`config.mk`:
```
export PLATFORM = sky130hd
export DESIGN_NAME = csum_stream_acc
export DESIGN_NICKNAME = d
export VERILOG_FILES = /design/src/rtl/csum_pkg.sv /design/src/rtl/csum_beat_sum.sv /design/src/rtl/csum_stream_acc.sv
export SDC_FILE = /design/constraint.sdc
export NUM_CORES = 1
export LEC_CHECK = 0
export ABC_CLOCK_PERIOD_IN_PS = 15700
export CAP_MARGIN = 20
export CORE_MARGIN = 4
export CORE_UTILIZATION = 60
export CTS_CLUSTER_DIAMETER = 40
export DETAILED_ROUTE_END_ITERATION = 8
export PLACE_DENSITY_LB_ADDON = 0.1
export SKIP_LAST_GASP = 1
export SLEW_MARGIN = 5
export SYNTH_ARGS = -nofsm -noshare
export SYNTH_HDL_FRONTEND = slang
export SYNTH_SLANG_ARGS = --single-unit
```
`constraint.sdc`:
```
create_clock -name clk -period 15.7 [get_ports clk]
set_input_delay 3.14 -clock clk [delete_from_list [all_inputs] [get_ports clk]]
set_output_delay 3.14 -clock clk [all_outputs]
set_load 0.03 [all_outputs]
```
`src/rtl/csum_pkg.sv`:
```
// Shared constants, FSM state type and carry-fold helper for the streaming
// RFC 1071 one's-complement checksum accumulator.
package csum_pkg;

  localparam int CSUM_W    = 16;
  localparam int FOLD_IN_W = 64;

  typedef enum logic [1:0] {
    ACC,
    FOLD1,
    FOLD2,
    OUT
  } csum_state_t;

  // Complete end-around-carry fold of an accumulator zero-extended to FOLD_IN_W.
  function automatic logic [CSUM_W-1:0] fold(input logic [FOLD_IN_W-1:0] a);
    logic [CSUM_W+1:0] s;
    s = '0;
    for (int i = 0; i < FOLD_IN_W / CSUM_W; i++) begin
      s = s + {2'b00, a[i*CSUM_W +: CSUM_W]};
    end
    s = {2'b00, s[CSUM_W-1:0]} + {{CSUM_W{1'b0}}, s[CSUM_W+1:CSUM_W]};
    s = {2'b00, s[CSUM_W-1:0]} + {{CSUM_W{1'b0}}, s[CSUM_W+1:CSUM_W]};
    return s[CSUM_W-1:0];
  endfunction

endpackage

```
`src/rtl/csum_beat_sum.sv`:
```
// Combinational beat summer: zeroes bytes whose keep bit is clear, then adds the
// DATA_W/16 big-endian 16-bit words into a zero-extended ACC_W result.
module csum_beat_sum #(
  parameter int DATA_W = 64,
  parameter int ACC_W  = 32
) (
  input  logic [DATA_W-1:0]   data,
  input  logic [DATA_W/8-1:0] keep,
  output logic [ACC_W-1:0]    beat_sum
);
  import csum_pkg::*;

  localparam int NB = DATA_W / 8;
  localparam int NW = DATA_W / CSUM_W;

  logic [DATA_W-1:0] masked;

  // keep[i] guards data[i*8 +: 8], so an odd trailing byte lands in a word's high half.
  always_comb begin
    masked = '0;
    for (int i = 0; i < NB; i++) begin
      masked[i*8 +: 8] = data[i*8 +: 8] & {8{keep[i]}};
    end
  end

  always_comb begin
    beat_sum = '0;
    for (int w = 0; w < NW; w++) begin
      beat_sum = beat_sum + ACC_W'(masked[w*CSUM_W +: CSUM_W]);
    end
  end

endmodule

```
`src/rtl/csum_stream_acc.sv`:
```
// Streaming one's-complement checksum: sums beats, two fold cycles, holds ~sum until m_ready.
// Last beat at edge N gives m_valid from N+2 (sampled at N+3); s_ready low outside ACC. Option: CSUM_STREAM_VERIFY_EN adds m_ok.
module csum_stream_acc #(
  parameter int DATA_W = 64,
  parameter int ACC_W  = 32
) (
  input  logic                clk,
  input  logic                rst,
  input  logic [DATA_W-1:0]   s_data,
  input  logic [DATA_W/8-1:0] s_keep,
  input  logic                s_valid,
  input  logic                s_last,
  output logic                s_ready,
  input  logic [15:0]         seed,
  output logic [15:0]         m_csum,
  output logic                m_valid,
`ifdef CSUM_STREAM_VERIFY_EN
  output logic                m_ok,
`endif
  input  logic                m_ready
);
  import csum_pkg::*;

  csum_state_t      state;
  logic             first;
  logic [ACC_W-1:0] acc;
  logic [ACC_W-1:0] beat_sum;
  logic [ACC_W-1:0] acc_fold;
  logic [CSUM_W-1:0] acc_final;

  csum_beat_sum #(
    .DATA_W (DATA_W),
    .ACC_W  (ACC_W)
  ) u_beat_sum (
    .data     (s_data),
    .keep     (s_keep),
    .beat_sum (beat_sum)
  );

  assign acc_fold  = ACC_W'(acc[CSUM_W-1:0]) + ACC_W'(acc[ACC_W-1:CSUM_W]);
  // After FOLD1 the accumulator is at most 17 bits, so one more fold is exact here.
  assign acc_final = fold(FOLD_IN_W'(acc));

  always_ff @(posedge clk) begin
    if (rst) begin
      state   <= ACC;
      first   <= 1'b1;
      acc     <= '0;
      s_ready <= 1'b1;
      m_valid <= 1'b0;
      m_csum  <= '0;
`ifdef CSUM_STREAM_VERIFY_EN
      m_ok    <= 1'b0;
`endif
    end else begin
      case (state)
        ACC: begin
          if (s_valid) begin
            acc   <= (first ? ACC_W'(seed) : acc) + beat_sum;
            first <= s_last;
            if (s_last) begin
              state   <= FOLD1;
              s_ready <= 1'b0;
            end
          end
        end
        FOLD1: begin
          acc   <= acc_fold;
          state <= FOLD2;
        end
        FOLD2: begin
          acc     <= acc_fold;
          m_csum  <= ~acc_final;
`ifdef CSUM_STREAM_VERIFY_EN
          m_ok    <= (acc_final == 16'hFFFF);
`endif
          m_valid <= 1'b1;
          state   <= OUT;
        end
        OUT: begin
          if (m_ready) begin
            m_valid <= 1'b0;
            first   <= 1'b1;
            s_ready <= 1'b1;
            state   <= ACC;
          end
        end
        default: begin
          state   <= ACC;
          first   <= 1'b1;
          s_ready <= 1'b1;
          m_valid <= 1'b0;
        end
      endcase
    end
  end

endmodule

```
==> run_results.csv, run 1 <==
group,metric,value,unit
yosys,synth-edff-count,0,
sta,setup_tns,0,ns
global_route,grt.overflow.total,0,
cts,numCtsBuffers,5,
yosys,syn_area,6840,um^2
die,start_util,62.3,%
die,die_w,115,um
cts,postCtsSetupBuffers,0,
drt,drtIter0Drc,448,
setup_path,end_kind,"register",
setup_path,cp-start-kind,"primary input",
yosys,synthTopCellsByArea,"dfxtp_1 16%, ha_1 11%, fa_1 10%",
setup_path,r2r_cells,26,
global_route,grtUsageTotal,28.2,%
sta,worst_slack,5.94,ns
setup_path,r2r-start,"acc[21]",
yosys,yosys_warnings,0,
yosys,ys_seq_elements,53,
yosys,synth_top_area_share,15.5,%
yosys,netlist_instances,848,
yosys,ys_types,93,
global_route,grt_pass1_wl,30.5,mm
drt,vias,6511,
sta,period_share,62.2,%
setup_path,crit_arrival,9.94,ns
worst_hold_path,whs_path_depth,2,
yosys,yosys.area.top_type,"dfxtp_1",
setup_path,required,15.88,ns
placement,post-place-ws,5.72,ns
yosys,synth_seq_area_share,15.5,%
cts,htreeDepth,2,
cts,cts_buffer_depth,2,
die,core,11000,um^2
sta,tightestPinTransition,1.09,ns
yosys,avgSynthCellArea,8.06,um^2
sta,slew_headroom,26.8,%
sta,max_freq,102,MHz
drt,finalWirelength,18.2,mm
cts,clockRootBuffer,"clkbuf_16",
drt,post_drt_via_cell_ratio,6.03,
final_layout,insertedDiodeCount,0,
placement,gp_congestion,0.917,
die,fp.dieH,115,um
setup_path,worstSetupPathType,"in2reg",
sta,setup_viol_count_final,0,
die,rows,38,
yosys,syn_nets,1036,
sta,hold_violations,0,
final_layout,final_common_cell,"clkdlybuf4s50_1",
final_layout,fin_nets,1127,
setup_path,crit_slowest_cell,"o41ai_1",
power_and_ir_drop,p_leak,3.41,nW
drt,drt_drc_violations_left,0,
placement,dp_hpwl,15.1,mm
power_and_ir_drop,ir_drop,0.135,mV
setup_path,path_buf_inv,4,
global_route,antenna_found_initial,0,
final_layout,design_area,8110,um^2
global_route,grt_pass1_vias,6630,
yosys,async_reset_ff_share,0,%
placement,io_buffers,110,
cts,worstSkewPairLatency,0.30,ns
worst_hold_path,hold_start,"m_csum[12]",
cts,clkSlewWorstSetupHoldPaths,0.07,ns
cts,cts_tree,"yes",
sta,period_needed,9.76,ns
setup_path,critical_path.top_delay_family,"compound AO/OA/AOI/OAI gates",
sta,rsz0062_at_grt,"false",
job,cap_viol_max_count,0,
die,io_pins,111,
run_status,status,"finished, final reports clean",
placement,place_area,7960,um^2
sta,skew,0.00894,ns
global_route,grt_max_degree,54,
cts,cts-resized-gates,0,
setup_path,cp.depth,26,
drt,post_drt_wl_per_cell,16.9,um
setup_path,max_stage_delay,0.68,ns
final_layout,drive_above_1_share,6.06,%
cts,cts_sinks,53,
final_layout,mostFrequentLayoutCells,"109 x clkdlybuf4s50_1, 83 x inv_1, 78 x nor2_1",
die,dieArea,13200,um^2
worst_hold_path,hp-class,"reg2reg",
power_and_ir_drop,power.density,133,nW/um^2
setup_path,rrSetupSlack,9.96,ns
setup_path,timing.rr.end,"m_csum[10]",
setup_path,critPathMaxFanout,8,
sta,slew_violations,0,
drt,drt_first_pass_iters,5,
final_layout,area_growth,18.6,%
yosys,ys.flop_type,"dfxtp_1",
worst_hold_path,hold-path-endpoint,"m_csum[12]",
drt,drtAntennaViolNets,0,
cts,cts.hold.buffers_added,0,
==> stage by stage <==
stage | util, % | hold slack [ns] | instances | total power, mW
6_report | 73.8 | 0.470 | 1080 | 1.08
5_1_grt | 73.8 | 0.498 | 1080 | 1.18
4_1_cts | 73.8 | 0.476 | 1080 | 1.08
3_5_place_dp | 72.5 | 0.466 | 1072 | 0.959
3_3_place_gp | 72.5 | 0.456 | 1072 | 0.924
2_1_floorplan | - | 0.443 | 848 | 0.767
==> sequential cells by signal, summed over array words and instances, names as in the netlist <==
register and cells:
m_valid 1, state 2, s_ready 1, first 1, acc 32, m_csum 16
==> layout make-up <==
type,instances,area [um^2]
clock inverters,3,26.3
well taps,140,175
repair buffers,112,1110
flip-flops and latches,53,1060
clock buffers,5,125
inverters,83,312
multi-input cells,684,5300
fillers,807,2870
==> Yosys cell counts, types with 15 or more instances <==
master and number:
inv_1 83, nor2_1 78, nand2_1 64, ha_1 61, and2_1 58, dfxtp_1 53
a21oi_1 47, xnor2_1 41, fa_1 34, o21ai_0 29, clkbuf_1 15, mux2_2 15
==> worst min-delay path, delay by kind of cell, from the launching register on <==
family,cells,cell delay [ns]
DFF,1,0.31
and+or+nand+nor,1,0.06
AOI/OAI and AO/OA,1,0.05
==> metal layers <==
metal	vias to the layer above	GRT usage [%]	wire length [um]
li1	3192	-	-
met1	3078	34.3	7630
met2	221	52.2	9190
met3	20	3.26	1020
met4	0	7.90	391
met5	-	0	0
==> power by group <==
| group | internal (mW) | switching (mW) | total [mW] |
|---|---|---|---|
| registers | 0.171 | 0.0303 | 0.201 |
| clock network | 0.0603 | 0.0542 | 0.115 |
| logic | 0.318 | 0.449 | 0.766 |
==> logic make-up (layout without fill, tap and decap cells) <==
kind of cell / Yosys count / count (layout) / share of synthesized area (%)
AO/OA/AOI/OAI: 210 / 210 / 22.5
flip-flops: 53 / 53 / 15.5
AND/OR/NAND/NOR: 303 / 303 / 23.1
XOR/XNOR: 53 / 53 / 7.17
buffers and inverters: 111 / 203 / 6.97
multiplexers: 23 / 23 / 3.64
adder cells (fa/ha/maj): 95 / 95 / 21.1
==> how the worst max path moves through the flow <==
| stage | startpoint | to | slack, ns |
|---|---|---|---|
| 2_1_floorplan | s_data[1] | acc[20] | 7.21 |
| 3_3_place_gp | s_keep[0] | acc[20] | 6.07 |
| 3_5_place_dp | s_keep[0] | acc[20] | 5.72 |
| 4_1_cts | s_keep[0] | acc[20] | 6.03 |
| 5_1_grt | s_keep[2] | acc[20] | 5.32 |
| 6_report | s_keep[0] | acc[20] | 5.94 |
Power figures use the tool's default switching activity.
==> run 2, diff against run 1 <==
--- a/config.mk
+++ b/config.mk
@@ -5,10 +5,10 @@
 export SDC_FILE = /design/constraint.sdc
 export NUM_CORES = 1
 export LEC_CHECK = 0
-export ABC_CLOCK_PERIOD_IN_PS = 15700
+export ABC_CLOCK_PERIOD_IN_PS = 8500
 export CAP_MARGIN = 20
 export CORE_MARGIN = 4
-export CORE_UTILIZATION = 60
+export CORE_UTILIZATION = 50
 export CTS_CLUSTER_DIAMETER = 40
 export DETAILED_ROUTE_END_ITERATION = 8
 export PLACE_DENSITY_LB_ADDON = 0.1
==> constraint.sdc (replaced) <==
create_clock -name clk -period 8.5 [get_ports clk]
set_input_delay 1.7 -clock clk [delete_from_list [all_inputs] [get_ports clk]]
set_output_delay 1.7 -clock clk [all_outputs]
set_load 0.03 [all_outputs]
==> run_results.csv, run 2 (same netlist as run 1, synthesis figures left out) <==
group,metric,value,unit
final_layout,final_common_cell,"clkdlybuf4s50_1",
job,cap_viol_max_count,0,
placement,gp_congestion,0.950,
sta,setup_tns,0,ns
final_layout,largest_reg_flops,32,
global_route,grt.overflow.total,0,
final_layout,fin_nets,1128,
sta,rsz0062_at_grt,"false",
placement,place_inst,1109,
cts,cts_buffer_depth,2,
setup_path,crit_arrival,8.07,ns
die,rows,42,
final_layout,reg.largest.list,"acc x32, m_csum x16, state x2",
cts,cts_sinks,53,
final_layout,largest_register,"acc",
global_route,grtUsageTotal,22.1,%
drt,drt_first_pass_iters,5,
final_layout,area_growth,19.7,%
cts,numCtsBuffers,5,
setup_path,cp-start-kind,"primary input",
drt,post_drt_wl_per_cell,16.0,um
sta,max_freq,127,MHz
global_route,grt_pass1_wl,29.2,mm
setup_path,required,8.72,ns
power_and_ir_drop,ir_drop,0.116,mV
die,die_w,125,um
sta,slew_headroom,28.4,%
global_route,grt_max_degree,54,
final_layout,seq_area,1060,um^2
worst_hold_path,hp-class,"reg2reg",
sta,tightestPinTransition,1.07,ns
final_layout,drive_above_1_share,6.28,%
sta,hold_ws,0.474,ns
cts,clkSlewWorstSetupHoldPaths,0.07,ns
global_route,antenna_found_initial,0,
power_and_ir_drop,p_leak,3.44,nW
cts,clockRootBuffer,"clkbuf_16",
final_layout,multi_input_area,5310,um^2
drt,vias,6409,
power_and_ir_drop,power,2.00,mW
setup_path,critPathMaxFanout,8,
cts,htreeDepth,2,
drt,finalWirelength,17.9,mm
sta,period_share,92.4,%
drt,post_drt_via_cell_ratio,5.74,
cts,worstSkewPairLatency,0.30,ns
cts,cts_tree,"yes",
final_layout,insertedDiodeCount,0,
die,io_pins,111,
die,start_util,51.4,%
drt,drtAntennaViolNets,0,
sta,setup_viol_count_final,0,
final_layout,final.fill_count,1167,
setup_path,end_kind,"register",
setup_path,rrSetupSlack,2.74,ns
run_status,status,"finished, final reports clean",
final_layout,mostFrequentLayoutCells,"109 x clkdlybuf4s50_1, 83 x inv_1, 78 x nor2_1",
die,dieArea,15600,um^2
global_route,grt_pass1_vias,6289,
sta,skew,0.0105,ns
drt,drtIter0Drc,400,
placement,io_buffers,110,
die,core,13300,um^2
cts,postCtsSetupBuffers,0,
sta,period_needed,7.86,ns
placement,dp_hpwl,14.9,mm
sta,slew_violations,0,
power_and_ir_drop,power.density,244,nW/um^2
sta,hold_violations,0,
setup_path,worstSetupPathType,"in2reg",
final_layout,stdcell_count,1116,
die,fp.dieH,125,um
drt,drt_drc_violations_left,0,
==> run 2: cell count changes in the layout (fill, tap and decap cells not counted), sizes merged <==
cell      change
clkbuf        +1
clkinv        +1
clkinvlp      -2
inv           -1
bufinv        +1
==> run 2: metal layers <==
layer	vias to the layer above	track usage [%]	share of wire, %
met4	0	8.35	3.4
met1	2976	28.3	45
li1	3190	-	-
met3	34	2.60	5.1
met2	209	38.5	47
met5	-	0	0
==> run 2: power breakdown <==
| part | switching (mW) | internal [mW] | total [mW] |
|---|---|---|---|
| combinational | 0.808 | 0.587 | 1.40 |
| sequential | 0.0610 | 0.316 | 0.377 |
| clock | 0.0911 | 0.137 | 0.228 |
| total | 0.961 | 1.04 | 2.00 |
==> run 2: critical path: stages <==
cell and delay, ns:
clkdlybuf4s50_1 0.58, and2_1 0.18, ha_1 0.17, inv_1 0.06, fa_1 0.39, nor2b_1 0.11
o21ai_0 0.10, a21boi_0 0.24, o21ai_0 0.14, a21boi_0 0.28, o21ai_0 0.15, a21oi_1 0.26
o41ai_2 0.12, o21ai_0 0.29, xor2_1 0.14, fa_1 0.55, inv_1 0.06, fa_1 0.53
inv_1 0.04, ha_1 0.37, a21oi_1 0.18, nor2b_1 0.06, o21ai_0 0.21, nand2_1 0.08
a21oi_1 0.26, o21ai_1 0.32, and4_1 0.32, o31ai_1 0.17
==> run 2: through the flow <==
step,utilization (%),instance area [um^2],setup slack [ns]
after floorplan,-,6840,1.45
after global placement,60.3,8010,0.401
after detailed placement,60.3,8010,0.205
after CTS,61.5,8170,0.522
after global routing,61.6,8190,0.173
final,61.6,8190,0.644
==> run 2: cell type report <==
class	count	share of cell area, %
multi-input cells	684	64.9
clock inverters	2	0.428
clock buffers	5	1.53
well taps	176	2.69
inverters	83	3.81
flip-flops and latches	53	13.0
repair buffers	113	13.7
==> run 2: path summary, 6_finish.rpt <==
kind	startpoint	endpoint	depth (start not counted)
min	m_csum[12]	m_csum[12]	2
max	s_keep[2]	acc[31]	28
min reg2reg	m_csum[12]	m_csum[12]	2
max reg2reg	acc[16]	m_csum[10]	27
==> run 2: what timing repair did <==
item,in CTS,in global routing
endpoints found under the setup margin,0,3
hold buffers,0,0
gates resized for setup,0,2
==> run 3, diff against run 2 <==
--- a/config.mk
+++ b/config.mk
@@ -9,7 +9,7 @@
 export CAP_MARGIN = 20
 export CORE_MARGIN = 4
 export CORE_UTILIZATION = 50
-export CTS_CLUSTER_DIAMETER = 40
+export CTS_CLUSTER_DIAMETER = 50
 export DETAILED_ROUTE_END_ITERATION = 8
 export PLACE_DENSITY_LB_ADDON = 0.1
 export SKIP_LAST_GASP = 1
==> results of run 3 <==
The final DEF is identical to that of run 2; final timing and power are the same.
